**src/rtl/mul_pkg.sv**
```systemverilog
// Shared types and constants for the HI/LO multiply sequencer.
//   mul_state_e : 2-bit sequencer state encoding
//   hilo_sel_e  : read-port HI/LO select
//   hilo_t      : 64-bit product split into HI and LO halves
package mul_pkg;

  localparam int unsigned DATA_W          = 32;
  localparam int unsigned PROD_W          = 2 * DATA_W;
  localparam int unsigned MUL_LATENCY_DEF = 10;
  localparam int unsigned CNT_W_DEF       = 4;

  typedef enum logic [1:0] {
    ST_IDLE    = 2'd0,
    ST_LAUNCH  = 2'd1,
    ST_RUN     = 2'd2,
    ST_CAPTURE = 2'd3
  } mul_state_e;

  typedef enum logic {
    SEL_LO = 1'b0,
    SEL_HI = 1'b1
  } hilo_sel_e;

  typedef struct packed {
    logic [DATA_W-1:0] hi;
    logic [DATA_W-1:0] lo;
  } hilo_t;

  // HI wins when both reads are requested.
  function automatic hilo_sel_e rd_sel(input logic rd_hi);
    return rd_hi ? SEL_HI : SEL_LO;
  endfunction

endpackage

```
**src/rtl/hilo_regfile.sv**
```systemverilog
// HI/LO register pair: move writes, product capture, read mux with write bypass.
//   clk, rst_n : clock, async active-low reset (clears HI/LO)
//   wr_hi/lo   : move-to-HI/LO enables (already qualified by the sequencer)
//   wr_data    : move data
//   cap_en     : load {HI,LO} from product this cycle
//   product    : multiplier result
//   rd_hi/lo   : read requests
//   rd_data    : combinational read data, 0 when no read requested
module hilo_regfile
  import mul_pkg::*;
(
  input  logic              clk,
  input  logic              rst_n,
  input  logic              wr_hi,
  input  logic              wr_lo,
  input  logic [DATA_W-1:0] wr_data,
  input  logic              cap_en,
  input  hilo_t             product,
  input  logic              rd_hi,
  input  logic              rd_lo,
  output logic [DATA_W-1:0] rd_data
);

  logic [DATA_W-1:0] hi_q, hi_d;
  logic [DATA_W-1:0] lo_q, lo_d;
  hilo_sel_e         sel;

  // Register storage.
  always_ff @(posedge clk or negedge rst_n) begin
    if (!rst_n) begin
      hi_q <= '0;
      lo_q <= '0;
    end else begin
      hi_q <= hi_d;
      lo_q <= lo_d;
    end
  end

  // Capture has priority; moves are never enabled while a product is in flight anyway.
  always_comb begin
    hi_d = hi_q;
    lo_d = lo_q;
    if (cap_en) begin
      hi_d = product.hi;
      lo_d = product.lo;
    end else begin
      if (wr_hi) hi_d = wr_data;
      if (wr_lo) lo_d = wr_data;
    end
  end

  // Read mux; a same-cycle move to the selected register is forwarded.
  always_comb begin
    rd_data = '0;
    sel     = rd_sel(rd_hi);
    if (rd_hi || rd_lo) begin
      if (sel == SEL_HI) rd_data = wr_hi ? wr_data : hi_q;
      else               rd_data = wr_lo ? wr_data : lo_q;
    end
  end

endmodule

```
**src/rtl/mul_hilo_sequencer.sv**
```systemverilog
// Issue/retire sequencer around a fixed-latency signed 32x32 multiplier.
//   Clk, Reset        : clock, async active-low reset
//   Start, Op_A, Op_B : MULT issue and operands (sampled when accepted in IDLE)
//   Mthi, Mtlo, Wr_Data : moves to HI/LO
//   Mfhi, Mflo        : reads from HI/LO on Rd_Data (combinational)
//   Mul_Product       : product from the multiplier
//   Mul_A, Mul_B      : held operands to the multiplier
//   Mul_Clear         : one-cycle clear pulse to the multiplier (LAUNCH)
//   Busy              : product in flight (LAUNCH/RUN/CAPTURE)
//   Stall             : any request arriving while Busy (combinational)
//   Done              : pulse in the cycle HI/LO take the product
module mul_hilo_sequencer
  import mul_pkg::*;
#(
  parameter int unsigned MUL_LATENCY = MUL_LATENCY_DEF,
  parameter int unsigned CNT_W       = CNT_W_DEF   // 2**CNT_W must exceed MUL_LATENCY
) (
  input  logic              Clk,
  input  logic              Reset,
  input  logic              Start,
  input  logic [DATA_W-1:0] Op_A,
  input  logic [DATA_W-1:0] Op_B,
  input  logic              Mthi,
  input  logic              Mtlo,
  input  logic [DATA_W-1:0] Wr_Data,
  input  logic              Mfhi,
  input  logic              Mflo,
  input  logic [PROD_W-1:0] Mul_Product,
  output logic [DATA_W-1:0] Mul_A,
  output logic [DATA_W-1:0] Mul_B,
  output logic              Mul_Clear,
  output logic [DATA_W-1:0] Rd_Data,
  output logic              Busy,
  output logic              Stall,
  output logic              Done
);

  localparam logic [CNT_W-1:0] CNT_LAST = CNT_W'(MUL_LATENCY - 1);

  mul_state_e        state_q, state_d;
  logic [CNT_W-1:0]  count_q, count_d;
  logic [DATA_W-1:0] mul_a_q, mul_a_d;
  logic [DATA_W-1:0] mul_b_q, mul_b_d;
  logic              busy_q, busy_d;
  logic              clear_q, clear_d;
  logic              done_q, done_d;

  logic              idle;
  logic              start_acc;
  logic              any_req;

  assign idle      = (state_q == ST_IDLE);
  assign start_acc = idle & Start;
  assign any_req   = Start | Mfhi | Mflo | Mthi | Mtlo;

  // State, counter and registered outputs.
  always_ff @(posedge Clk or negedge Reset) begin
    if (!Reset) begin
      state_q <= ST_IDLE;
      count_q <= '0;
      mul_a_q <= '0;
      mul_b_q <= '0;
      busy_q  <= 1'b0;
      clear_q <= 1'b0;
      done_q  <= 1'b0;
    end else begin
      state_q <= state_d;
      count_q <= count_d;
      mul_a_q <= mul_a_d;
      mul_b_q <= mul_b_d;
      busy_q  <= busy_d;
      clear_q <= clear_d;
      done_q  <= done_d;
    end
  end

  // Next state and latency counter; the counter sits at 0 outside RUN.
  always_comb begin
    state_d = state_q;
    count_d = '0;
    unique case (state_q)
      ST_IDLE:    if (Start) state_d = ST_LAUNCH;
      ST_LAUNCH:  state_d = ST_RUN;
      ST_RUN: begin
        if (count_q == CNT_LAST) state_d = ST_CAPTURE;
        else                     count_d = count_q + CNT_W'(1);
      end
      ST_CAPTURE: state_d = ST_IDLE;
      default:    state_d = ST_IDLE;
    endcase
  end

  // Outputs decoded from the next state so they come straight from flops.
  always_comb begin
    busy_d  = (state_d != ST_IDLE);
    clear_d = (state_d == ST_LAUNCH);
    done_d  = (state_d == ST_CAPTURE);
    mul_a_d = start_acc ? Op_A : mul_a_q;
    mul_b_d = start_acc ? Op_B : mul_b_q;
  end

  assign Mul_A     = mul_a_q;
  assign Mul_B     = mul_b_q;
  assign Mul_Clear = clear_q;
  assign Busy      = busy_q;
  assign Done      = done_q;
  assign Stall     = busy_q & any_req;

  // Moves only take effect in IDLE; stalled moves leave HI/LO untouched.
  hilo_regfile u_hilo (
    .clk     (Clk),
    .rst_n   (Reset),
    .wr_hi   (idle & Mthi),
    .wr_lo   (idle & Mtlo),
    .wr_data (Wr_Data),
    .cap_en  (state_q == ST_CAPTURE),
    .product (Mul_Product),
    .rd_hi   (Mfhi),
    .rd_lo   (Mflo),
    .rd_data (Rd_Data)
  );

endmodule
```
**config.mk**
```make
export PLATFORM = sky130hd
export DESIGN_NAME = mul_hilo_sequencer
export DESIGN_NICKNAME = d
export VERILOG_FILES = /design/src/rtl/mul_pkg.sv /design/src/rtl/hilo_regfile.sv /design/src/rtl/mul_hilo_sequencer.sv
export SDC_FILE = /design/constraint.sdc
export NUM_CORES = 1
export LEC_CHECK = 0
export ABC_AREA = 1
export CAP_MARGIN = 20
export CORE_MARGIN = 4
export CORE_UTILIZATION = 35
export CTS_BUF_LIST = sky130_fd_sc_hd__clkbuf_16
export DETAILED_ROUTE_END_ITERATION = 6
export GPL_ROUTABILITY_DRIVEN = 1
export PLACE_DENSITY = 0.68
export SLEW_MARGIN = 40
export SYNTH_ARGS = -nofsm -noshare
export SYNTH_HDL_FRONTEND = slang
export SYNTH_SLANG_ARGS = --single-unit
```
**constraint.sdc**
```tcl
create_clock -name Clk -period 4.45 [get_ports Clk]
set_clock_uncertainty 0.1 [all_clocks]
set_input_delay 0.6675 -clock Clk [delete_from_list [all_inputs] [get_ports Clk]]
set_output_delay 0.6675 -clock Clk [all_outputs]
set_load 0.02 [all_outputs]
```
-- Yosys cells after proc, flatten, opt, wreduce, memory -nomap -nowiden
Index checks and enable logic that the tools add are counted.
- bits in latches: 0
- ROM bits: 0
- word-level logic and storage cells: 39
- memories kept: 0
- register bits after elaboration: 137
- memory bits (writable): 0
- output and inout port bits: 100
- bitwise operators: 8
- multipliers: 0
- add/subtract/negate cells: 1
- shift operators: 0
- divide/modulo/power cells: 0
- $lt $le $gt $ge: 0
- equality and inequality tests: 6
- multiplexer cells: 12
- reduce and logical (&&, ||, !) cells: 3
- operator list (kind ; number):
    $mux 32 ; 6
    $mux 4 ; 2
    $pmux 2 s4 ; 1
    $eq 2x2->1 const B ; 3
    $add 4x1->4 const B ; 1
    $and 1x1->1 ; 4
    $eq 2x1->1 const B ; 2
    $eq 4x4->1 const B ; 1
    $mux 2 ; 2
    $or 1x1->1 ; 4
    $logic_not 2->1 ; 1
    $reduce_bool 2->1 ; 1
    $logic_or 1x1->1 ; 1
    $mux 1 ; 1

-- Depth between registers and ports, before layout
- depth in word-level cells: 5
- gate-level depth with buffers: 8
- mapped depth without buffers: 6

-- By module
Synthesis repeated with hierarchy kept, for this count alone.
- cells, all modules: 797
- area total of the unflattened synthesis: 6967.9 um^2
- modules (own cells, without submodules) (module ; seq. area each (um^2) ; times used ; area each (um^2) ; cells an instance):
    hilo_regfile ; 1601.5 ; 1 ; 4093.9 ; 615
    mul_hilo_sequencer ; 1826.8 ; 1 ; 2874.0 ; 182

-- Least setup slack after synthesis
OpenSTA, ideal clock, no wires.
- path type: register to output
- start point: register state_q[0]
- end point: output Rd_Data[10]
- path buffers: 1
- data arrival time: 1672 ps
- setup slack: 2010 ps
- cell stages (with the launch flop): 8
- required time: 3682 ps
- cell sequence: dfrtp_1 > inv_1 > ha_1 > nand2_1 > clkbuf_1 > nand2_1 > o21ai_0 > o21ai_0
- longest elaborated chain between the ends: 5
- elaborated cells between the ends (all ways): 7
- those cells by class: mux (4); bitwise (2); reduce/logical (1)
- ends and longest elaborated chain (what ; line ; source):
    start, declared ; mul_hilo_sequencer.sv:40 ; mul_state_e state_q, state_d;
    start signal, assigned ; mul_hilo_sequencer.sv:67 ; state_q <= state_d;
    $logic_not 2->1 * ; mul_hilo_sequencer.sv:52 ; assign idle = (state_q == ST_IDLE);
    $and 1x1->1, on equally long branches ; mul_hilo_sequencer.sv:114, mul_hilo_sequencer.sv:113 ;
    $mux 32, on equally long branches ; n/a ;
    $mux 32 * ; hilo_regfile.sv:57 ; if (sel == SEL_HI) rd_data = wr_hi ? wr_data : hi_q;
    $mux 32 * ; hilo_regfile.sv:56 ; if (rd_hi || rd_lo) begin
    end, declared ; mul_hilo_sequencer.sv:32 ; output logic [DATA_W-1:0] Rd_Data,
Every way passes the cells marked *; elsewhere a longest branch is shown, timed or not.

-- Worst setup path after layout
- start point: register state_q[0]
- end point: output Rd_Data[23]
Same word-level chain as after synthesis.

==> flow_metrics.env <==
export IMPL_outcome="finished, final reports clean"
export IMPL_rsz0062_at_grt="no"
export IMPL_fp_row_count=48
export IMPL_r2r_slack_ns=2.10
export IMPL_initial_core_util_pct=36.1
export IMPL_htreeDepth=4
export IMPL_slew_viol_final=0
export IMPL_setup_viol_count_final=0
export IMPL_synthTopCellsByArea="dfrtp_1 54%, o21ai_0 13%, mux2_2 11%"
export IMPL_synth_area_per_cell_um2=9.46
export IMPL_synthesis_area_um2=6310
export IMPL_core_area_um2=17500
export IMPL_cts_inserted_buffers=17
export IMPL_finalCritPeriodShare_pct=84.1
export IMPL_dieArea_um2=20200
export IMPL_synth_edf_count=0
export IMPL_synth_seq_cells=137
export IMPL_vias=5504
export IMPL_grt_usage_pct=17.7
export IMPL_cts_sinks=137
export IMPL_area_delta_synth_final_pct=54.9
export IMPL_syn_nets=840
export IMPL_grt_pass1_wl_um=28400
export IMPL_drc=0
export IMPL_synth_seq_area_share_pct=54.3
export IMPL_clk_latency_ns=0.40
export IMPL_hold_viol_final=0
export IMPL_port_buffers=266
export IMPL_power_mw=6.79
export IMPL_dp_cells=1124
export IMPL_wl_per_cell_um=15.6
export IMPL_synth_largest_area_cell="dfrtp_1"
export IMPL_gp_congestion=0.832
export IMPL_required_ns=3.68
export IMPL_clk_path_buf_depth=2
export IMPL_path_max_fanout=46
export IMPL_cp_start_kind="register"
export IMPL_antenna_left=0
export IMPL_worst_slew_pin_slew_ns=0.676
export IMPL_ys_warn_count=0
export IMPL_antenna_found_initial=2
export IMPL_p_per_area_nw_per_um2=694
export IMPL_synth_cell_types=17
export IMPL_cts_hold_buf=0
export IMPL_routed_wl_um=18100
export IMPL_io_pins=267
export IMPL_critPathKind="register to output port"
export IMPL_arrival_ns=2.97
export IMPL_clockRootBuffer="clkbuf_16"
export IMPL_max_freq_ghz=0.267
export IMPL_cts_tree="built"
export IMPL_synthFlopType="dfrtp_1"
export IMPL_fp_dieW_um=142
export IMPL_synthCells=667
export IMPL_grt_max_degree=96
export IMPL_drv_cap=0
export IMPL_max_slew_margin_pct=54.9
export IMPL_min_path_type="input pin to asynchronous set/reset pin"
export IMPL_timing_hold_ws_ns=0.201
export IMPL_clkSlewWorstSetupHoldPaths_ns=0.06
export IMPL_drive_gt1_share_pct=11.5
export IMPL_p_leak_nw=4.23
export IMPL_cts_resized=0
export IMPL_ir_worst_vdd_uv=372
export IMPL_grt_overflow_total=0
export IMPL_vias_per_cell=4.76
export IMPL_synth_async_sr_flop_share_pct=100
export IMPL_drt_initial_drc_count=164
export IMPL_n_antenna_cell=0
export IMPL_finalSetupTns_ns=0
export IMPL_nets=1092
export IMPL_dp_hpwl_um=13300
export IMPL_die_h_um=142
export IMPL_yosys_cell_count_top_type="o21ai_0"
export IMPL_yosysTopAreaCellShare_pct=54.3
export IMPL_dr_pass1_iters=4
export IMPL_fin_cells=1157
export IMPL_min_period_ns=3.74
export IMPL_grt_pass1_vias=5385
export IMPL_synthTopCellsByCount="160 x o21ai_0, 138 x nand2_1, 137 x dfrtp_1"
export IMPL_end_kind="output port"
export IMPL_postCtsSetupBuffers=0
per-stage QoR:
stage	setup slack [ns]	util [%]	instance area, µm²
3_5_place_dp	0.813	52.5	9170
2_1_floorplan	2.01	-	6310
5_1_grt	0.424	55.9	9770
3_3_place_gp	0.831	52.5	9170
4_1_cts	0.687	55.8	9750
6_report	0.708	55.9	9770
cells in the final DEF, fill, tap and decap left out:
master	n
clkdlybuf4s50_1	265
o21ai_0	160
dfrtp_1	137
nand2_1	135
inv_1	73
mux2_2	64
o211ai_1	32
clkbuf_16	17
buf_4	8
nor2_1	6
ha_1	5
nand2_2	3
nand3_1	3
clkinv_1	3
inv_6	3
clkinvlp_4	3
clkinv_4	3
a21oi_1	2
bufinv_16	2
buf_12	2
o21ai_1	1
xnor2_1	1
nor3_1	1
xor2_1	1
ha_4	1
clkbuf_8	1
where the power goes:
part / internal (mW) / switching, mW / leakage (nW)
Sequential: 1.89 / 0.242 / 1.61
Combinational: 1.56 / 1.73 / 2.34
Clock: 0.825 / 0.542 / 0.274
cells by family after synthesis:
kind of cell | count (synthesis) | share of synthesized area [%]
AO/OA/AOI/OAI | 195 | 16.7
AND/OR/NAND/NOR | 148 | 8.88
flip-flops | 137 | 54.3
buffers and inverters | 115 | 7.16
multiplexers | 64 | 11.4
adder cells (fa/ha/maj) | 6 | 1.19
XOR/XNOR | 2 | 0.278
worst paths after layout:
kind                       depth (start not counted)        endpoint        from
setup / recovery                                   7     Rd_Data[23]  state_q[0]
hold / removal                                     1  u_hilo.lo_q[3]       Reset
setup reg to reg                                   5       Mul_B[23]  state_q[0]
max in group asynchronous                          2       Mul_A[14]       Reset
min in group Clk                                   1      count_q[0]  count_q[0]
hold reg to reg                                    1      count_q[0]  count_q[0]
metal layers:
metal	global-route usage [%]	wire, µm
met5	0	26
met4	5.30	345
met3	6.62	1880
met2	28.9	8170
met1	21.9	7670
critical path, cell delays in order (launching register included):
cell and delay, ns:
dfrtp_1 0.41, inv_1 0.11, ha_1 0.27, nand2_2 0.29, buf_4 0.43, o21ai_0 0.15, o21ai_0 0.23, clkdlybuf4s50_1 0.66
cell type report:
class,instances,area [µm²]
fillers,1608,7700
flip-flops and latches,137,3430
repair buffers,276,2770
multi-input cells,415,2450
clock buffers,17,425
well taps,225,282
inverters,72,270
clock inverters,15,150
sequential cells by signal (all words and copies together) (netlist names):
| signal | flops |
|---|---|
| Mul_A | 32 |
| Done | 1 |
| Mul_B | 32 |
| state_q | 2 |
| u_hilo.hi_q | 32 |
| count_q | 4 |
| Mul_Clear | 1 |
| u_hilo.lo_q | 32 |
| Busy | 1 |
No activity file was read; power rests on OpenSTA's default activity.
